===== src/rtl/div_sched_pkg.sv =====
// Shared types and constants for the divider scheduler.
package div_sched_pkg;

  localparam int unsigned QW  = 14;
  localparam int unsigned OPW = 32;
  localparam logic [QW-1:0] QSAT = 14'h3FFF;

  typedef enum logic [2:0] {
    IDLE,
    LOAD,
    RUN,
    SETTLE,
    DONE
  } state_t;

  // Divide-by-zero or a quotient that cannot fit in QW bits.
  function automatic logic pre_err(input logic [OPW-1:0] dvd, input logic [OPW-1:0] dvs);
    return (dvs == '0) || ((dvd >> QW) >= dvs);
  endfunction

endpackage


===== src/rtl/div_sched_if.sv =====
// Request/response handshake bundle between requesters and the scheduler.
interface div_sched_if
  import div_sched_pkg::*;
#(
  parameter int unsigned NREQ = 2
);
  localparam int unsigned IDW = $clog2(NREQ);

  logic [NREQ-1:0]     req_valid;
  logic [OPW*NREQ-1:0] req_dividend;
  logic [OPW*NREQ-1:0] req_divisor;
  logic [NREQ-1:0]     req_ready;
  logic                rsp_valid;
  logic [IDW-1:0]      rsp_id;
  logic [QW-1:0]       rsp_quot;
  logic                rsp_err;

  modport master (
    output req_valid, req_dividend, req_divisor,
    input  req_ready, rsp_valid, rsp_id, rsp_quot, rsp_err
  );

  modport slave (
    input  req_valid, req_dividend, req_divisor,
    output req_ready, rsp_valid, rsp_id, rsp_quot, rsp_err
  );

endinterface


===== src/rtl/div_sched_rr_arb.sv =====
// Round-robin grant: first valid requester at or after the pointer wins.
module rr_arb #(
  parameter int unsigned NREQ = 2,
  parameter int unsigned IDW  = $clog2(NREQ)
) (
  input  logic            clk,
  input  logic            rstn,
  input  logic [NREQ-1:0] req,
  input  logic            advance,
  output logic [NREQ-1:0] grant,
  output logic [IDW-1:0]  gid,
  output logic            any
);
  localparam int unsigned SW = IDW + 1;

  logic [IDW-1:0] ptr;
  logic [SW-1:0]  cand;

  always_comb begin
    grant = '0;
    gid   = '0;
    any   = 1'b0;
    cand  = '0;
    for (int unsigned i = 0; i < NREQ; i++) begin
      cand = {1'b0, ptr} + SW'(i);
      if (cand >= SW'(NREQ)) cand = cand - SW'(NREQ);
      if (!any && req[cand[IDW-1:0]]) begin
        any                   = 1'b1;
        grant[cand[IDW-1:0]]  = 1'b1;
        gid                   = cand[IDW-1:0];
      end
    end
  end

  always_ff @(posedge clk or negedge rstn) begin
    if (!rstn) begin
      ptr <= '0;
    end else if (advance) begin
      ptr <= (gid == IDW'(NREQ - 1)) ? '0 : gid + 1'b1;
    end
  end

endmodule


===== src/rtl/div_sched.sv =====
// Shares one external repeated-subtraction divider between NREQ requesters,
// screening zero/overflow operands and sequencing the divider's load/enable protocol.
module div_sched
  import div_sched_pkg::*;
#(
  parameter int unsigned NREQ       = 2,
  parameter int unsigned LOAD_CYC   = 2,
  parameter int unsigned SETTLE_CYC = 3,
  parameter int unsigned TIMEOUT    = 16400
) (
  input  logic           clk,
  input  logic           rstn,
  div_sched_if.slave     bus,
  output logic           busy,
  output logic [OPW-1:0] div_dividend,
  output logic [OPW-1:0] div_divisor,
  output logic           div_enable,
  input  logic           div_state,
  input  logic [QW-1:0]  div_result
);
  localparam int unsigned IDW = $clog2(NREQ);
  localparam int unsigned CW  = $clog2(TIMEOUT + 1);

  state_t          state, state_n;
  logic [CW-1:0]   cnt;
  logic            cnt_clr, acc, fin_err, fin_ok;
  logic [NREQ-1:0] grant;
  logic [IDW-1:0]  gid, op_id;
  logic            any;
  logic [OPW-1:0]  sel_dvd, sel_dvs;

  rr_arb #(.NREQ(NREQ), .IDW(IDW)) u_arb (
    .clk     (clk),
    .rstn    (rstn),
    .req     (bus.req_valid),
    .advance (acc),
    .grant   (grant),
    .gid     (gid),
    .any     (any)
  );

  always_comb begin
    sel_dvd = '0;
    sel_dvs = '0;
    for (int unsigned i = 0; i < NREQ; i++) begin
      if (gid == IDW'(i)) begin
        sel_dvd = bus.req_dividend[i*OPW +: OPW];
        sel_dvs = bus.req_divisor[i*OPW +: OPW];
      end
    end
  end

  always_comb begin
    state_n       = state;
    cnt_clr       = 1'b0;
    acc           = 1'b0;
    fin_err       = 1'b0;
    fin_ok        = 1'b0;
    bus.req_ready = '0;
    bus.rsp_valid = 1'b0;
    div_enable    = 1'b0;
    busy          = (state != IDLE);
    unique case (state)
      IDLE: begin
        cnt_clr = 1'b1;
        if (any) begin
          acc           = 1'b1;
          bus.req_ready = grant;
          if (pre_err(sel_dvd, sel_dvs)) begin
            state_n = DONE;
            fin_err = 1'b1;
          end else begin
            state_n = LOAD;
          end
        end
      end
      LOAD: begin
        if (cnt == CW'(LOAD_CYC - 1)) begin
          state_n = RUN;
          cnt_clr = 1'b1;
        end
      end
      RUN: begin
        div_enable = 1'b1;
        // Completion wins over timeout so a done on the last allowed cycle is kept.
        if (div_state) begin
          state_n = SETTLE;
          cnt_clr = 1'b1;
        end else if (cnt == CW'(TIMEOUT - 1)) begin
          state_n = DONE;
          fin_err = 1'b1;
        end
      end
      SETTLE: begin
        div_enable = 1'b1;
        if (cnt == CW'(SETTLE_CYC - 1)) begin
          state_n = DONE;
          fin_ok  = 1'b1;
        end
      end
      DONE: begin
        bus.rsp_valid = 1'b1;
        state_n       = IDLE;
        cnt_clr       = 1'b1;
      end
      default: state_n = IDLE;
    endcase
  end

  always_ff @(posedge clk or negedge rstn) begin
    if (!rstn) begin
      state        <= IDLE;
      cnt          <= '0;
      op_id        <= '0;
      div_dividend <= '0;
      div_divisor  <= '0;
      bus.rsp_id   <= '0;
      bus.rsp_quot <= '0;
      bus.rsp_err  <= 1'b0;
    end else begin
      state <= state_n;
      cnt   <= cnt_clr ? '0 : cnt + 1'b1;
      if (acc) begin
        div_dividend <= sel_dvd;
        div_divisor  <= sel_dvs;
        op_id        <= gid;
      end
      // A pre-check error finishes in the accept cycle, before op_id is loaded.
      if (fin_err) begin
        bus.rsp_id   <= acc ? gid : op_id;
        bus.rsp_quot <= QSAT;
        bus.rsp_err  <= 1'b1;
      end else if (fin_ok) begin
        bus.rsp_id   <= op_id;
        bus.rsp_quot <= div_result;
        bus.rsp_err  <= 1'b0;
      end
    end
  end

endmodule


===== src/flat_wrapper.sv =====
// flat-port wrapper written by rule: the top's interface ports become plain ports
module div_sched_flat import div_sched_pkg::*;
#(
  parameter int unsigned NREQ       = 2,
  parameter int unsigned LOAD_CYC   = 2,
  parameter int unsigned SETTLE_CYC = 3,
  parameter int unsigned TIMEOUT    = 16400
)
  (clk, rstn, busy, div_dividend, div_divisor, div_enable, div_state, div_result, bus_req_valid, bus_req_dividend, bus_req_divisor, bus_req_ready, bus_rsp_valid, bus_rsp_id, bus_rsp_quot, bus_rsp_err);
  div_sched_if #(.NREQ(NREQ)) bus_i ();
  input  logic clk;
  input  logic rstn;
  output logic busy;
  output logic [OPW-1:0] div_dividend;
  output logic [OPW-1:0] div_divisor;
  output logic div_enable;
  input  logic div_state;
  input  logic [QW-1:0] div_result;
  input wire logic [$bits(bus_i.req_valid)-1:0] bus_req_valid;
  input wire logic [$bits(bus_i.req_dividend)-1:0] bus_req_dividend;
  input wire logic [$bits(bus_i.req_divisor)-1:0] bus_req_divisor;
  output wire logic [$bits(bus_i.req_ready)-1:0] bus_req_ready;
  output wire logic [$bits(bus_i.rsp_valid)-1:0] bus_rsp_valid;
  output wire logic [$bits(bus_i.rsp_id)-1:0] bus_rsp_id;
  output wire logic [$bits(bus_i.rsp_quot)-1:0] bus_rsp_quot;
  output wire logic [$bits(bus_i.rsp_err)-1:0] bus_rsp_err;
  assign bus_i.req_valid = bus_req_valid;
  assign bus_i.req_dividend = bus_req_dividend;
  assign bus_i.req_divisor = bus_req_divisor;
  assign bus_req_ready = bus_i.req_ready;
  assign bus_rsp_valid = bus_i.rsp_valid;
  assign bus_rsp_id = bus_i.rsp_id;
  assign bus_rsp_quot = bus_i.rsp_quot;
  assign bus_rsp_err = bus_i.rsp_err;
  div_sched #(.NREQ(NREQ), .LOAD_CYC(LOAD_CYC), .SETTLE_CYC(SETTLE_CYC), .TIMEOUT(TIMEOUT)) u_core (.clk(clk), .rstn(rstn), .bus(bus_i), .busy(busy), .div_dividend(div_dividend), .div_divisor(div_divisor), .div_enable(div_enable), .div_state(div_state), .div_result(div_result));
endmodule

===== config.mk =====
export PLATFORM = sky130hd
export DESIGN_NAME = div_sched_flat
export DESIGN_NICKNAME = d
export VERILOG_FILES = /design/src/rtl/div_sched_pkg.sv /design/src/rtl/div_sched_if.sv /design/src/rtl/div_sched_rr_arb.sv /design/src/rtl/div_sched.sv /design/src/flat_wrapper.sv
export SDC_FILE = /design/constraint.sdc
export NUM_CORES = 1
export LEC_CHECK = 0
export CAP_MARGIN = 15
export CORE_AREA = 2 2 120 122
export CTS_BUF_LIST = sky130_fd_sc_hd__clkbuf_8
export DETAILED_ROUTE_END_ITERATION = 16
export DIE_AREA = 0 0 122 124
export PLACE_DENSITY_LB_ADDON = 0.1
export RECOVER_POWER = 100
export SLEW_MARGIN = 20
export SYNTH_ARGS = -nofsm -noshare
export SYNTH_HDL_FRONTEND = slang
export SYNTH_SLANG_ARGS = --single-unit

===== constraint.sdc =====
create_clock -name clk -period 3.8 [get_ports clk]
set_input_delay 0.95 -clock clk [delete_from_list [all_inputs] [get_ports clk]]
set_output_delay 0.95 -clock clk [all_outputs]
set_load 0.005 [all_outputs]

==> impl_metrics.csv, run 1 <==
group,metric,value,unit
status,outcome,"finished with violations",
status,violations,"capacitance limit, slew limit",
die,die-width,122,um
logic_synthesis,synth-compound-area-share,0.1154,
timing,fin_crit,3.674,ns
clock_tree,htreeDepth,3,
die,die_h,124,um
routing,via_per_inst,5.034,
logic_synthesis,synth_edf_count,0,
timing,achievable-frequency,272.2,MHz
timing,maxSlewViolCount,209,
clock_tree,cts_resized,0,
logic_synthesis,synth_area,5434,sq um
cells_and_area,nNetsFinal,969,
place,gp_congestion,1.014,
worst_setup_path,startpoint,"bus_req_valid[1]",
worst_setup_path,crit_path_start_kind,"input port",
global_routing,grt_overflow,0,
clock_tree,numCtsBuffers,9,
logic_synthesis,synth_top_cell_by_area,"dfrtp_1",
worst_setup_path,r2r-start,"u_core.cnt[3]",
power_and_ir_drop,vdd_ir_drop_max,0.0002924,V
logic_synthesis,netlist_instances,566,
routing,first_pass_iters,4,
power_and_ir_drop,p_leak,3.788,nW
worst_setup_path,worst_path_max_delay_cell,"clkdlybuf4s50_1",
clock_tree,clk_latency,0.38,ns
worst_setup_path,worstPathCellList,"clkdlybuf4s50_1, o21ai_4, buf_12, buf_12, buf_4, nor2_1, clkdlybuf4s50_1",
routing,routed_wl,16710,um
cells_and_area,layout-drive-gt1-share,0.07826,
timing,rsz0062_at_grt,"false",
worst_setup_path,cp_max_fo,12,
logic_synthesis,synth_cell_type_count,48,
timing,post-route-period-util,0.9669,
timing,hold_violations,0,
global_routing,grt_max_degree,129,
logic_synthesis,synth_area_per_cell,9.601,sq um
timing,fin_skew,0.01324,ns
die,dieArea,15130,sq um
clock_tree,root_buffer,"clkbuf_8",
logic_synthesis,yosys_warnings,0,
global_routing,grtUsageTotal,0.2281,
logic_synthesis,synth-simple-area-share,0.1900,
die,io_pins,232,
die,rows,43,
clock_tree,postCtsSetupBuffers,0,
place,hpwl,12970,um
worst_setup_path,ff2ff_setup_slack,0.83,ns
worst_setup_path,critical_path_buf_inv_count,5,
place,io_buffer_count,231,
clock_tree,clk_pin_slew,0.10,ns
logic_synthesis,synth_common_cells,"116 x nand2_1, 100 x dfrtp_1, 53 x o21ai_0, 51 x mux2i_1, 32 x nor2_1",
worst_setup_path,cp-endpoint,"bus_req_ready[1]",
timing,slew_headroom,-0.7287,
timing,setup_viol,0,
clock_tree,cts.sinks,100,
routing,vias,4958,
global_routing,grt_pass1_wl,26310,um
clock_tree,cts_tree,"built",
routing,wl_per_cell,16.97,um
timing,tns,0,ns
die,core-area,13720,sq um
global_routing,grt_pass1_vias,5046,
routing,postRouteAntennaNets,0,
routing,drcViolationCount,0,
worst_setup_path,worst-path-stages,7,
logic_synthesis,synth-xor-area-share,0.02095,
logic_synthesis,synth-seq-cells,100,
global_routing,antenna_found_initial,0,
worst_setup_path,critPathMaxStageDelay,0.60,ns
min_path,hp-class,"flop to flop",
worst_setup_path,cp.arrival,2.72,ns
logic_synthesis,syn_nets,734,
worst_setup_path,crit_type,"input port to primary output",
logic_synthesis,synth_area_leaders,"dfrtp_1 46%, mux2i_1 9.4%, nand2_1 8.0%",
timing,tightest_slew,2.593,ns
cells_and_area,antenna_cells,0,
worst_setup_path,ff2ff_path_depth,6,
cells_and_area,synthToLayoutAreaGrowth,51.92,%
routing,drt_iter0_markers,232,
logic_synthesis,yosysMostFrequentCell,"nand2_1",
logic_synthesis,synth_top_flop_cell,"dfrtp_1",
clock_tree,cts_buffer_depth,2,
job,max-cap-violations,4,
worst_setup_path,cp.required,2.85,ns
logic_synthesis,synth_fa_ha_area_frac,0.04835,
cells_and_area,stdcell_count,985,
die,start_util,0.3961,
logic_synthesis,synth_mux_area_frac,0.1312,
place,place_inst,970,
power_and_ir_drop,p_per_area,573.8,nW/um^2
logic_synthesis,yosysSeqAreaShare,0.4605,
logic_synthesis,async_flop_share,1.000,
worst_setup_path,crit_family,"buffers and inverters",
clock_tree,holdBufCountCts,0,
logic_synthesis,yosysTopAreaCellShare,0.4605,
worst_setup_path,worstSetupEndpointType,"primary output",
worst_setup_path,worstReg2RegEnd,"u_core.cnt[5]",
logic_synthesis,synth_top_family_by_area,"simple AND/OR/NAND/NOR gates",
## placed cells by master (no fill, tap or decap), types with 11 or more instances in the layout
master and n:
buf_4 18, mux2_2 16, ha_1 21, nand2_1 116, a211oi_1 14, nand3_1 11
nor2_1 32, o21ai_0 59, nor2b_1 14, mux2i_1 51, dfrtp_1 100, clkdlybuf4s50_1 147
nor4_1 11, inv_1 11, dlygate4sd3_1 83
## cell families after synthesis
| family | count (synthesis) |
|---|---|
| AO/OA/AOI/OAI | 104 |
| AND/OR/NAND/NOR | 217 |
| flip-flops | 100 |
| multiplexers | 69 |
| buffers and inverters | 42 |
| XOR/XNOR | 13 |
| adder cells (fa/ha/maj) | 21 |
## metrics by stage
step / power (mW) / cell area, sq um / hold slack (ns) / utilization / setup slack (ns)
floorplan: 2.871 / 5434 / 0.4667 / - / 0.1384
global placement: 4.245 / 8092 / 0.4601 / 0.5898 / -0.04906
detailed placement: 4.290 / 8092 / 0.4613 / 0.5898 / -0.06213
CTS: 5.006 / 8283 / 0.4863 / 0.6037 / 0.09496
global route: 5.147 / 8255 / 0.5025 / 0.6017 / 0.05425
finish: 4.737 / 8255 / 0.4776 / 0.6017 / 0.1257
## per-layer routing
layer,track usage,vias to the layer above,share of wire
li1,-,2441,-
met1,0.2969,2300,0.44
met2,0.3792,182,0.47
met3,0.03892,35,0.056
met4,0.09124,0,0.029
met5,0,-,0
## power breakdown
part           switching [mW]  internal [mW]  total (mW)
Combinational            1.08           1.19        2.26
Clock                   0.370          0.316       0.686
Sequential              0.273           1.52        1.79
Total                    1.72           3.02        4.74
## sequential cells by signal, summed over array words and instances (netlist names)
name / cells
u_core.cnt: 15
u_core.div_dividend: 32
u_core.bus.rsp_quot: 14
u_core.bus.rsp_err: 1
u_core.div_divisor: 32
u_core.u_arb.ptr: 1
u_core.state: 3
u_core.bus.rsp_id: 1
u_core.op_id: 1
## worst min-delay path: stages (launching register included)
cell	delay [ns]
dfrtp_1	0.35
nand2_1	0.05
nand2_1	0.06
## worst min path at each step
stage	from	to	cells past startpoint
2_1_floorplan	u_core.op_id	u_core.op_id	2
3_3_place_gp	u_core.div_dividend[18]	u_core.div_dividend[18]	2
3_5_place_dp	u_core.div_dividend[17]	u_core.div_dividend[17]	2
4_1_cts	u_core.div_dividend[17]	u_core.div_dividend[17]	2
5_1_grt	u_core.div_divisor[17]	u_core.div_divisor[17]	2
6_report	u_core.div_dividend[17]	u_core.div_dividend[17]	2
## layout make-up
type | instances | area, sq um
Fill cell | 1200 | 5464
Sequential cell | 100 | 2502
Tap cell | 180 | 225.2
Multi-Input combinational cell | 424 | 2749
Clock inverter | 5 | 53.80
Clock buffer | 10 | 137.6
Timing Repair Buffer | 255 | 2546
Inverter | 11 | 41.29
(Power assumes the default switching activity.)
==> run 2: changes to the inputs <==
--- a/config.mk
+++ b/config.mk
@@ -12,2 +12,3 @@
 export DIE_AREA = 0 0 122 124
+export GPL_TIMING_DRIVEN = 0
 export PLACE_DENSITY_LB_ADDON = 0.1
==> constraint.sdc (replaced) <==
create_clock -name clk -period 3.8 [get_ports clk]
set_input_delay 1.14 -clock clk [delete_from_list [all_inputs] [get_ports clk]]
set_output_delay 1.14 -clock clk [all_outputs]
set_load 0.005 [all_outputs]
==> impl_metrics.csv, run 2 (synthesized netlist as in run 1, its figures left out) <==
group,metric,value,unit
worst_setup_path,worstReg2RegEnd,"u_core.state[2]",
global_routing,grt_overflow,0,
routing,via_per_inst,5.137,
cells_and_area,stdcell_count,1003,
timing,setup_ws,0.1913,ns
cells_and_area,antenna_cells,0,
job,max-cap-violations,0,
status,outcome,"finished clean",
cells_and_area,layout-drive-gt1-share,0.08384,
timing,fin_skew,0.009452,ns
cells_and_area,final_common_cell,"clkdlybuf4s50_1",
worst_setup_path,cp.required,4.05,ns
global_routing,grt_max_degree,80,
worst_setup_path,ff2ff_path_depth,13,
timing,tightest_slew,1.193,ns
power_and_ir_drop,p_per_area,591.6,nW/um^2
routing,wl_per_cell,17.52,um
routing,first_pass_iters,4,
die,io_pins,232,
global_routing,grt_pass1_vias,5276,
clock_tree,htreeDepth,3,
routing,drt_iter0_markers,259,
power_and_ir_drop,vdd_ir_drop_max,0.0002495,V
timing,hold_violations,0,
global_routing,antenna_found_initial,0,
timing,fin_crit,3.609,ns
clock_tree,cts_tree,"built",
timing,holdWs,0.4754,ns
place,io_buffer_count,231,
worst_setup_path,r2r-start,"u_core.u_arb.ptr",
timing,post-route-period-util,0.9497,
global_routing,grtUsageTotal,0.2380,
routing,routed_wl,17570,um
min_path,hp-start,"u_core.div_dividend[21]",
die,rows,43,
worst_setup_path,crit_type,"input port to flop",
timing,tns,0,ns
clock_tree,root_buffer,"clkbuf_8",
min_path,holdPathStages,2,
die,die_h,124,um
timing,maxSlewViolCount,0,
worst_setup_path,crit_path_start_kind,"input port",
timing,slew_headroom,0.2044,
worst_setup_path,cp_max_fo,10,
cells_and_area,nNetsFinal,986,
timing,setup_viol,0,
clock_tree,clk_pin_slew,0.09,ns
clock_tree,clk_latency,0.38,ns
place,hpwl,13760,um
worst_setup_path,worstSetupEndpointType,"flop",
timing,achievable-frequency,277.1,MHz
min_path,hold_path_end,"u_core.div_dividend[21]",
worst_setup_path,startpoint,"bus_req_valid[0]",
die,core-area,13720,sq um
clock_tree,cts.sinks,100,
timing,rsz0062_at_grt,"false",
global_routing,grt_pass1_wl,27390,um
place,place_inst,978,
clock_tree,numCtsBuffers,9,
worst_setup_path,ff2ff_setup_slack,0.78,ns
place,gp_congestion,0.8389,
place,dp_slack,-1.295,ns
cells_and_area,final_cell_mix,"143 x clkdlybuf4s50_1, 116 x nand2_1, 100 x dfrtp_1",
die,dieArea,15130,sq um
power_and_ir_drop,total_power,4.946,mW
routing,vias,5152,
power_and_ir_drop,p_leak,3.841,nW
die,die-width,122,um
cells_and_area,synthToLayoutAreaGrowth,53.86,%
die,start_util,0.3961,
worst_setup_path,cp.arrival,3.86,ns
clock_tree,cts_buffer_depth,2,
routing,postRouteAntennaNets,0,
routing,drcViolationCount,0,
min_path,hp-class,"flop to flop",
cells_and_area,top_regs,"u_core.div_dividend x32, u_core.div_divisor x32, u_core.cnt x15",
## run 2: cell count changes in the layout (fill, tap and decap cells not counted), moves of 2 or more
cell | before | now
buf_4 | 18 | 11
buf_6 | 0 | 2
o21ai_1 | 5 | 11
clkbuf_4 | 0 | 2
buf_12 | 5 | 2
clkdlybuf4s50_1 | 147 | 143
clkbuf_8 | 10 | 12
o21ai_0 | 59 | 53
buf_8 | 0 | 2
buf_2 | 1 | 6
clkbuf_1 | 1 | 17
## run 2: power by group
group	leakage, nW	internal, mW	switching (mW)	total [mW]
Sequential	1.25	1.51	0.234	1.75
Combinational	2.47	1.21	1.20	2.40
Clock	0.120	0.423	0.371	0.794
## run 2: routing by layer
layer / global-route usage / part of all wire / routed length [um]
met5: 0 / 0 / 0
met4: 0.07974 / 0.022 / 387
met3: 0.05311 / 0.064 / 1117
met2: 0.4166 / 0.50 / 8862
met1: 0.2909 / 0.41 / 7203
## run 2: area by class of cell
class	instances	area (sq um)
Buffer	30	193.9
Inverter	11	41.29
Tap cell	180	225.2
Sequential cell	100	2502
Clock buffer	12	165.2
Multi-Input combinational cell	424	2768
Timing Repair Buffer	242	2394
Fill cell	1223	5359
Clock inverter	4	71.32
## run 2: what timing repair did
action / 4_1_cts / 5_1_grt
pin swaps: 4 / 6
hold endpoints to repair: 0 / 0
hold buffers: 0 / 0
gates resized for setup: 27 / 8
setup buffers: 7 / 2
setup endpoints to repair: 19 / 19
gates cloned: 1 / 0
## run 2: worst max-delay path: stages
cell             delay [ns]
clkdlybuf4s15_1        0.22
inv_1                  0.08
o21ai_4                0.20
buf_8                  0.17
buf_12                 0.15
mux2_1                 0.38
ha_1                   0.34
a21oi_2                0.14
nand2_1                0.08
a221oi_2               0.23
o211ai_1               0.17
a22oi_2                0.19
buf_4                  0.16
buf_6                  0.12
o22ai_1                0.07
## run 2: worst max-delay path by stage
stage | slack [ns] | end | cells after the start
after floorplan | 0.01 | u_core.state[2] | 13
after global placement | -2.18 | u_core.div_dividend[18] | 1
after detailed placement | -1.30 | u_core.state[2] | 14
after CTS | 0.007 | u_core.bus.rsp_quot[6] | 13
after global routing | 0.009 | u_core.bus.rsp_quot[12] | 15
final | 0.19 | u_core.state[2] | 15
## run 2: through the flow
step / instance area (sq um) / util
floorplan: 5436 / -
global placement: 7974 / 0.5812
detailed placement: 8003 / 0.5833
CTS: 8382 / 0.6109
global route: 8361 / 0.6094
finish: 8361 / 0.6094
==> run 3: changes to the inputs <==
Settings changed: CTS_CLUSTER_DIAMETER set to 40, REMOVE_ABC_BUFFERS set to 1.
==> impl_metrics.csv, run 3 (synthesized netlist as in run 1, its figures left out) <==
group,metric,value,unit
cells_and_area,synthToLayoutAreaGrowth,54.00,%
worst_setup_path,crit_type,"input port to flop",
power_and_ir_drop,p_leak,3.807,nW
place,io_buffer_count,231,
routing,drcViolationCount,0,
worst_setup_path,critical_path_buf_inv_count,7,
die,start_util,0.3961,
routing,first_pass_iters,5,
timing,slew_headroom,-0.6920,
status,violations,"capacitance limit, slew limit",
clock_tree,cts_buffer_depth,2,
clock_tree,cts_tree,"built",
cells_and_area,final_cell_mix,"145 x clkdlybuf4s50_1, 116 x nand2_1, 100 x dfrtp_1",
clock_tree,numCtsBuffers,9,
global_routing,grt_max_degree,58,
worst_setup_path,crit_path_start_kind,"input port",
timing,post-route-period-util,0.9630,
die,die_h,124,um
timing,setup_viol,0,
worst_setup_path,worst_path_max_delay_cell,"mux2_2",
timing,tightest_slew,2.538,ns
worst_setup_path,cp.arrival,3.90,ns
job,max-cap-violations,2,
timing,setup_ws,0.1407,ns
cells_and_area,layout-drive-gt1-share,0.08095,
clock_tree,cts.sinks,100,
global_routing,grt_overflow,0,
global_routing,grtUsageTotal,0.2193,
die,dieArea,15130,sq um
worst_setup_path,worstPathCellList,"buf_2, inv_2, o21ai_4, buf_12, buf_16, buf_16, mux2_2, ha_1, nand2b_4, a2111oi_4, nand3b_1, o211ai_1, a22oi_2, buf_4, buf_12, o21ai_0",
die,die-width,122,um
timing,achievable-frequency,273.3,MHz
global_routing,grt_pass1_wl,25540,um
routing,via_per_inst,5.022,
clock_tree,clk_latency,0.38,ns
routing,routed_wl,16080,um
die,rows,43,
clock_tree,htreeDepth,3,
die,io_pins,232,
global_routing,antenna_found_initial,0,
cells_and_area,antenna_cells,0,
worst_setup_path,cp_max_fo,8,
timing,fin_skew,0.006747,ns
worst_setup_path,worstSetupEndpointType,"flop",
timing,maxSlewViolCount,60,
clock_tree,clk_pin_slew,0.10,ns
global_routing,grt_pass1_vias,4951,
routing,drt_iter0_markers,212,
clock_tree,holdBufCountCts,0,
timing,tns,0,ns
timing,fin_crit,3.659,ns
routing,wl_per_cell,16.36,um
clock_tree,root_buffer,"clkbuf_8",
timing,hold_violations,0,
routing,vias,4937,
cells_and_area,top_regs,"u_core.div_dividend x32, u_core.div_divisor x32, u_core.cnt x15",
cells_and_area,final_common_cell,"clkdlybuf4s50_1",
worst_setup_path,cp.required,4.05,ns
die,core-area,13720,sq um
place,hpwl,12400,um
worst_setup_path,critPathMaxStageDelay,0.33,ns
cells_and_area,nNetsFinal,966,
min_path,hp-class,"flop to flop",
power_and_ir_drop,vdd_ir_drop_max,0.0003277,V
place,dp_slack,-1.786,ns
place,gp_congestion,0.8078,
status,outcome,"finished with violations",
worst_setup_path,crit_family,"compound AO/OA/AOI/OAI gates",
routing,postRouteAntennaNets,0,
power_and_ir_drop,p_per_area,572.1,nW/um^2
run 3: repair_timing:
action,in CTS,in global routing
endpoints found under the hold margin,0,0
cloned,2,0
resized for setup,11,8
setup buffers,10,0
setup endpoints to repair,19,19
pin swaps,2,3
run 3: cell type report:
class | instances | area [sq um]
flip-flops and latches | 100 | 2502
well taps | 180 | 225.2
fillers | 1202 | 5351
multi-input cells | 424 | 2805
clock buffers | 10 | 137.6
repair buffers | 252 | 2608
clock inverters | 6 | 48.80
inverters | 11 | 41.29
run 3: worst register-to-register path: cells and delay by family (launching register included):
kind	cells	cell delay, ns
and+or+nand+nor	2	0.31
buffers and inverters	5	0.65
muxes	1	0.33
AOI/OAI and AO/OA	5	1.02
DFF	1	0.44
adders and majority gates	1	0.28
run 3: final timing paths:
kind	from	endpoint	slack (ns)	depth (start not counted)
worst max-delay path	bus_req_valid[0]	u_core.bus.rsp_quot[0]	0.14	16
worst min-delay path	u_core.div_dividend[30]	u_core.div_dividend[30]	0.48	2
worst max register to register	u_core.u_arb.ptr	u_core.bus.rsp_quot[0]	0.61	14
worst min register to register	u_core.div_dividend[30]	u_core.div_dividend[30]	0.48	2
max in group asynchronous	rstn	u_core.div_dividend[29]	0.83	1
min in group asynchronous	rstn	u_core.div_dividend[6]	1.53	1
run 3: through the flow:
stage	instances	total power [mW]	hold slack (ns)	area, sq um	util
final	983	4.787	0.4758	8368	0.6099
after global routing	983	5.208	0.5011	8368	0.6099
after CTS	983	5.116	0.4858	8441	0.6152
after detailed placement	956	4.384	0.4610	8094	0.5900
after global placement	946	4.205	0.4598	7830	0.5707
after floorplan	535	2.899	0.4667	5293	-
run 3: power breakdown:
| part | switching [mW] | total (mW) | internal [mW] |
|---|---|---|---|
| Sequential | 0.246 | 1.76 | 1.51 |
| Combinational | 1.12 | 2.37 | 1.25 |
| Clock | 0.399 | 0.660 | 0.260 |
| Total | 1.76 | 4.79 | 3.02 |
run 3: per-layer routing:
metal / wire length, um / track usage
met1: 6476 / 0.2610
met2: 8092 / 0.3764
met3: 1344 / 0.08562
met4: 166 / 0.04813
met5: 0 / 0
